$ cat config.mk
export PLATFORM = sky130hd
export DESIGN_NAME = cmos_capture_ctrl
export DESIGN_NICKNAME = d
export VERILOG_FILES = /design/src/rtl/cmos_capture_ctrl.sv
export SDC_FILE = /design/constraint.sdc
export NUM_CORES = 1
export LEC_CHECK = 0
export CAP_MARGIN = 40
export CORE_AREA = 2 2 101 103
export CTS_CLUSTER_DIAMETER = 150
export DETAILED_ROUTE_END_ITERATION = 10
export DIE_AREA = 0 0 103 105
export GPL_TIMING_DRIVEN = 0
export HOLD_SLACK_MARGIN = 0.15
export PLACE_DENSITY = 0.88
export RECOVER_POWER = 100
export SKIP_CTS_REPAIR_TIMING = 1
export SKIP_LAST_GASP = 1
export SYNTH_ARGS = -nofsm -noshare
export SYNTH_HDL_FRONTEND = slang
export SYNTH_SLANG_ARGS = --single-unit
$ cat constraint.sdc
create_clock -name cmos_pclk -period 2.97 [get_ports cmos_pclk]
set_input_delay 0.594 -clock cmos_pclk [delete_from_list [all_inputs] [get_ports cmos_pclk]]
set_output_delay 0.594 -clock cmos_pclk [all_outputs]
set_load 0.02 [all_outputs]
$ cat src/rtl/cmos_capture_ctrl.sv
// Capture sequencer in the cmos_pclk domain: waits for sensor configuration, discards settling frames,
// passes whole frames to the FIFO HS write port and publishes per-frame statistics.
module cmos_capture_ctrl #(
   parameter int H_ACTIVE    = 640,
   parameter int V_ACTIVE    = 480,
   parameter int SKIP_FRAMES = 4
) (
   input  logic        cmos_pclk,
   input  logic        I_rst_n,
   input  logic        I_cfg_done,
   input  logic        I_vsync,
   input  logic        I_href,
   input  logic        I_wr_en,
   input  logic [15:0] I_data,
   input  logic        I_fifo_almost_full,
   input  logic        I_capture_req,
   input  logic        I_continuous,
   output logic        O_fifo_wr_en,
   output logic [15:0] O_fifo_data,
   output logic        O_frame_start,
   output logic        O_frame_done,
   output logic        O_frame_ok,
   output logic [19:0] O_pix_count,
   output logic [11:0] O_line_count,
   output logic [7:0]  O_overflow_cnt,
   output logic [2:0]  O_state,
   output logic        O_busy
);

   typedef enum logic [2:0] {
      IDLE    = 3'd0,
      SKIP    = 3'd1,
      ARMED   = 3'd2,
      CAPTURE = 3'd3,
      DROP    = 3'd4
   } state_t;

   localparam logic [19:0] PIX_FULL  = 20'(H_ACTIVE * V_ACTIVE);
   localparam logic [11:0] LINE_FULL = 12'(V_ACTIVE);
   localparam logic [7:0]  SKIP_LAST = 8'(SKIP_FRAMES);

   state_t      r_state;
   state_t      w_next;
   logic        r_vsync_d;
   logic        r_href_d;
   logic        r_req_pend;
   logic        r_abort;
   logic [7:0]  r_skip_cnt;
   logic [19:0] r_pix_cnt;
   logic [11:0] r_line_cnt;
   logic        r_fifo_wr_en;
   logic [15:0] r_fifo_data;
   logic        r_frame_start;
   logic        r_frame_done;
   logic        r_frame_ok;
   logic [19:0] r_pix_out;
   logic [11:0] r_line_out;
   logic [7:0]  r_ovf_cnt;

   logic        w_vs_fall;
   logic        w_vs_rise;
   logic        w_hs_fall;
   logic        w_start;
   logic        w_write;
   logic        w_abort;
   logic        w_final;
   logic        w_line_inc;
   logic        w_skip_inc;
   logic        w_skip_clr;
   logic        w_abort_fin;
   logic [19:0] w_pix_next;
   logic [11:0] w_line_next;

   assign w_vs_fall = r_vsync_d & ~I_vsync;
   assign w_vs_rise = ~r_vsync_d & I_vsync;
   assign w_hs_fall = r_href_d & ~I_href;

   always_ff @(posedge cmos_pclk or negedge I_rst_n) begin
      if (!I_rst_n) r_state <= IDLE;
      else          r_state <= w_next;
   end

   // Losing configuration overrides every other event so no write or finalize leaks out.
   always_comb begin
      w_next     = r_state;
      w_start    = 1'b0;
      w_write    = 1'b0;
      w_abort    = 1'b0;
      w_final    = 1'b0;
      w_line_inc = 1'b0;
      w_skip_inc = 1'b0;
      w_skip_clr = 1'b0;
      if (r_state != IDLE && !I_cfg_done) begin
         w_next = IDLE;
      end else begin
         case (r_state)
            IDLE: begin
               if (I_cfg_done) begin
                  w_skip_clr = 1'b1;
                  w_next     = (SKIP_FRAMES == 0) ? ARMED : SKIP;
               end
            end
            SKIP: begin
               if (r_skip_cnt == SKIP_LAST) w_next = ARMED;
               else if (w_vs_rise)          w_skip_inc = 1'b1;
            end
            ARMED: begin
               if (w_vs_fall && (I_continuous || r_req_pend || I_capture_req)) begin
                  w_start = 1'b1;
                  w_next  = CAPTURE;
               end
            end
            CAPTURE: begin
               w_line_inc = w_hs_fall;
               if (I_wr_en && !I_fifo_almost_full) w_write = 1'b1;
               if (I_wr_en && I_fifo_almost_full) begin
                  w_abort = 1'b1;
                  w_next  = DROP;
               end
               if (w_vs_rise) begin
                  w_final = 1'b1;
                  w_next  = ARMED;
               end
            end
            DROP: begin
               w_line_inc = w_hs_fall;
               if (w_vs_rise) begin
                  w_final = 1'b1;
                  w_next  = ARMED;
               end
            end
            default: w_next = IDLE;
         endcase
      end
   end

   // A pixel or line end coinciding with vsync rise still belongs to the finishing frame.
   assign w_pix_next  = (w_write && r_pix_cnt != 20'hFFFFF) ? r_pix_cnt + 20'd1 : r_pix_cnt;
   assign w_line_next = (w_line_inc && r_line_cnt != 12'hFFF) ? r_line_cnt + 12'd1 : r_line_cnt;
   assign w_abort_fin = r_abort | w_abort;

   always_ff @(posedge cmos_pclk or negedge I_rst_n) begin
      if (!I_rst_n) begin
         r_vsync_d     <= 1'b0;
         r_href_d      <= 1'b0;
         r_req_pend    <= 1'b0;
         r_abort       <= 1'b0;
         r_skip_cnt    <= 8'd0;
         r_pix_cnt     <= 20'd0;
         r_line_cnt    <= 12'd0;
         r_fifo_wr_en  <= 1'b0;
         r_fifo_data   <= 16'd0;
         r_frame_start <= 1'b0;
         r_frame_done  <= 1'b0;
         r_frame_ok    <= 1'b0;
         r_pix_out     <= 20'd0;
         r_line_out    <= 12'd0;
         r_ovf_cnt     <= 8'd0;
      end else begin
         r_vsync_d     <= I_vsync;
         r_href_d      <= I_href;
         r_fifo_wr_en  <= w_write;
         r_frame_start <= w_start;
         r_frame_done  <= w_final;
         if (w_write) r_fifo_data <= I_data;

         if (w_skip_clr)      r_skip_cnt <= 8'd0;
         else if (w_skip_inc) r_skip_cnt <= r_skip_cnt + 8'd1;

         if (w_start)            r_req_pend <= 1'b0;
         else if (I_capture_req) r_req_pend <= 1'b1;

         if (w_start) begin
            r_pix_cnt  <= 20'd0;
            r_line_cnt <= 12'd0;
            r_abort    <= 1'b0;
         end else begin
            r_pix_cnt  <= w_pix_next;
            r_line_cnt <= w_line_next;
            if (w_final)      r_abort <= 1'b0;
            else if (w_abort) r_abort <= 1'b1;
         end

         if (w_final) begin
            r_pix_out  <= w_pix_next;
            r_line_out <= w_line_next;
            r_frame_ok <= ~w_abort_fin & (w_pix_next == PIX_FULL) & (w_line_next == LINE_FULL);
            if (w_abort_fin && r_ovf_cnt != 8'hFF) r_ovf_cnt <= r_ovf_cnt + 8'd1;
         end
      end
   end

   assign O_fifo_wr_en   = r_fifo_wr_en;
   assign O_fifo_data    = r_fifo_data;
   assign O_frame_start  = r_frame_start;
   assign O_frame_done   = r_frame_done;
   assign O_frame_ok     = r_frame_ok;
   assign O_pix_count    = r_pix_out;
   assign O_line_count   = r_line_out;
   assign O_overflow_cnt = r_ovf_cnt;
   assign O_state        = r_state;
   assign O_busy         = (r_state == CAPTURE) || (r_state == DROP);

endmodule

==> results.py <==
metrics = {
    "sta": {
        "max_slew_margin_pct": -12.7,
        "setup_violations": 1,
        "timing.clock.skew_ps": 14.0,
        "max_freq_mhz": 332,
        "hold_violations": 0,
        "min_period_ps": 3020,
        "worstMarginPinSlew_ps": 1690,
        "report.final.slew_viol_count": 69,
        "setup_slack_after_layout_ps": -45.4,
        "finalCritPeriodShare_pct": 102,
        "grt_setup_unrepaired": "yes",
    },
    "synth": {
        "synthDominantAreaCellType": "dfrtp_1",
        "mappedNetlistNets": 549,
        "yosys_warnings": 0,
        "synth_flop_cell": "dfrtp_1",
        "synth-seq-area-share_pct": 53.6,
        "syn_area_per_cell_um2": 9.63,
        "post_synth_instance_area_um2": 5000,
        "postSynthCellCount": 519,
        "yosys.area.top_type_share_pct": 53.6,
        "synthArstFlopShare_pct": 100,
        "synth_enable_flop_cells": 0,
        "synth_top_area_cells": "dfrtp_1, nand2_1, nor2_1",
        "postSynthRegisterBits": 107,
        "synth.distinct_cells": 56,
    },
    "setup_path": {
        "critical_path.startpoint_type": "flip-flop",
        "crit_buf_inv": 1,
        "crit_chain": "clkbuf_1, nor3b_1, o2111ai_2, nor4b_4, mux2_2, nor4b_1, nand4b_1, o21ai_1",
        "crit_path_max_fanout": 10,
        "worst_endpoint_data_arrival_time_ps": 3330,
        "reg2reg_slack_ps": -50,
        "worst_path_max_delay_cell": "dfrtp_1",
        "critPathMaxStageDelay_ps": 430,
        "setup.worst_path.class": "reg2reg",
        "worstSetupEndpointType": "flip-flop",
        "critical-path-top-delay-family": "simple AND/OR/NAND/NOR gates",
        "worstRegToRegCells": 8,
        "critical_path.reg2reg.endpoint": "O_frame_ok",
        "worst-endpoint-required_ps": 3290,
        "r2r_start": "O_state[2]",
    },
    "global_route": {
        "first_pass_grt_wire_length_um": 20200,
        "initial_antenna_violation_count": 0,
        "grt_overflow": 0,
        "grt_max_degree": 69,
        "total_global_route_track_usage_pct": 23.8,
        "first_global_vias": 4256,
    },
    "outcome": {
        "outcome": "finished, violations left",
        "violations": "max-capacitance violations, max-slew violations, negative setup slack",
    },
    "clock_tree": {
        "clock_path_buffers": 2,
        "tritoncts": "yes",
        "cts_sinks": 107,
        "cts-htree-levels": 3,
        "cts_buffers": 9,
        "clock-root-buffer": "clkbuf_8",
        "clk-insertion-delay-late_ps": 390,
        "clk_transition_reported_paths_ps": 110,
    },
    "worst_hold_path": {
        "min_delay_path_depth": 2,
        "min_path_type": "reg2reg",
        "worstHoldEndpoint": "O_fifo_data[0]",
        "min_from": "O_fifo_data[0]",
    },
    "placement": {
        "place.detailed.instances": 742,
        "routabilityCongestion": 0.917,
        "standard_cell_area_after_detailed_placement_um2": 6060,
        "port_buffers": 87,
        "hpwlAfterDp_um": 9000,
    },
    "power": {
        "power.density_cell_area_nw_per_um2": 598,
        "vdd.ir_drop.worst_uv": 279,
        "p_leak_nw": 2.96,
    },
    "job": {
        "cap_violations": 1,
    },
    "floorplanning": {
        "start_util_pct": 51.9,
        "rows": 36,
        "num_io_pins": 89,
        "floorplan.die.width_um": 103,
        "core_region_area_um2": 9640,
        "chipHeight_um": 105,
        "die_area_um2": 10800,
    },
    "drt": {
        "route.detailed.wl_per_inst_um": 16.3,
        "drt-initial-drc-count": 319,
        "ant_nets": 0,
        "remaining_drc_errors": 0,
        "dr_total_vias": 4271,
        "route.final.wire_length_um": 12400,
        "via_per_inst": 5.61,
        "detail_route.first_pass.iterations": 5,
    },
    "final_layout": {
        "synthToLayoutAreaGrowth_pct": 25.7,
        "layout_cell_share_with_drive_strength_beyond_1_pct": 7.32,
        "final_nets": 653,
        "fin_area_um2": 6280,
        "final-instance-count-excl-fill": 761,
        "diodes_inserted": 0,
        "post-route-util_pct": 65.2,
    },
}
-- worst max-delay path by stage --
stage	startpoint	end	depth (start not counted)
floorplan	I_cfg_done	O_frame_ok	8
global placement	I_rst_n	r_skip_cnt[0]	1
detailed placement	I_fifo_almost_full	O_frame_ok	8
CTS	O_state[2]	O_frame_ok	8
global route	O_state[2]	O_frame_ok	9
finish	O_state[2]	O_frame_ok	8
-- layout make-up --
cell class,instances,area (um2)
Clock buffer,9,124
Inverter,14,52.6
Sequential cell,107,2680
Clock inverter,7,57.6
Buffer,20,78.8
Tap cell,133,166
Multi-Input combinational cell,378,2230
Timing Repair Buffer,93,898
Fill cell,761,3360
-- cell usage after synthesis (2+ instances only) --
| master | count |
|---|---|
| a41oi_1 | 2 |
| and3_1 | 5 |
| or3_1 | 3 |
| o21ai_1 | 4 |
| xor2_1 | 15 |
| and2_1 | 3 |
| and3b_1 | 3 |
| nor2_1 | 60 |
| nor3_1 | 10 |
| a21oi_1 | 7 |
| ha_1 | 5 |
| nor4_1 | 5 |
| xnor2_1 | 21 |
| and4_1 | 4 |
| nand3_1 | 15 |
| dfrtp_1 | 107 |
| mux2_2 | 3 |
| clkbuf_1 | 18 |
| nand4_1 | 15 |
| nor4b_1 | 4 |
| nand3b_1 | 3 |
| a211oi_1 | 4 |
| a2111oi_2 | 2 |
| o21ai_0 | 34 |
| nor3b_1 | 3 |
| nand4b_1 | 3 |
| or2_2 | 4 |
| or4_1 | 2 |
| nand2_1 | 103 |
| mux2i_1 | 9 |
| a311oi_1 | 2 |
| nand2b_1 | 4 |
| buf_2 | 2 |
| inv_1 | 13 |
-- report_power, final --
part	internal (mW)	switching, mW
Clock	0.317	0.545
Combinational	0.448	0.637
Sequential	1.66	0.152
Total	2.42	1.33
-- worst register-to-register path, cell delays in order, from the launching register on --
cell and delay [ps]:
dfrtp_1 430, clkbuf_1 330, nor3b_1 380, o2111ai_2 280, nor4b_4 400, mux2_2 380
nor4b_1 410, nand4b_1 190, o21ai_1 150
-- per-layer routing --
metal | vias up | GRT usage, % | part of all wire, %
met4 | 0 | 10.2 | 2.9
met5 | - | 0 | 0
met2 | 181 | 39.7 | 52
met3 | 48 | 4.55 | 5.9
met1 | 2049 | 29.9 | 39
li1 | 1993 | - | -
-- logic make-up after synthesis --
logic type      synth area share (%)
simple gates                    25.5
flops                           53.6
compound gates                  8.31
xor+xnor                        6.31
buf+inv                         2.60
mux                             2.48
fa+ha+maj                       1.25
-- cell usage in the layout, fill, tap and decap left out, drive strengths merged, types with 6 or more instances in the layout --
cell           synthesis  routed
a21oi                  7       7
clkbuf                18      31
clkdlybuf4s50          0      22
dfrtp                107     107
dlygate4sd3            0      64
inv                   13      16
mux2i                  9       9
nand2                103     103
nand3                 16      16
nand4                 16      16
nor2                  60      60
nor3                  11      11
nor4                   6       6
o21ai                 38      38
xnor2                 21      21
xor2                  15      15
-- sequential cells by signal, summed over array words and instances, names as in the netlist --
signal,count
r_pix_cnt,20
r_req_pend,1
O_state,3
r_href_d,1
r_line_cnt,12
O_fifo_data,16
O_frame_ok,1
r_abort,1
O_pix_count,20
O_overflow_cnt,8
O_frame_done,1
r_vsync_d,1
O_fifo_wr_en,1
O_line_count,12
r_skip_cnt,8
O_frame_start,1
-- per-stage QoR --
step / TNS, ps / worst slack, ps / hold slack [ps] / total power [mW]
5_1_grt: -172 / -133 / 514 / 3.96
3_5_place_dp: -798 / -519 / 469 / 2.97
6_report: -45.4 / -45.4 / 480 / 3.76
4_1_cts: -284 / -284 / 343 / 3.83
2_1_floorplan: 0 / 344 / 298 / 2.43
3_3_place_gp: -264680 / -2480 / 459 / 2.91
Power figures use the tool's default switching activity.
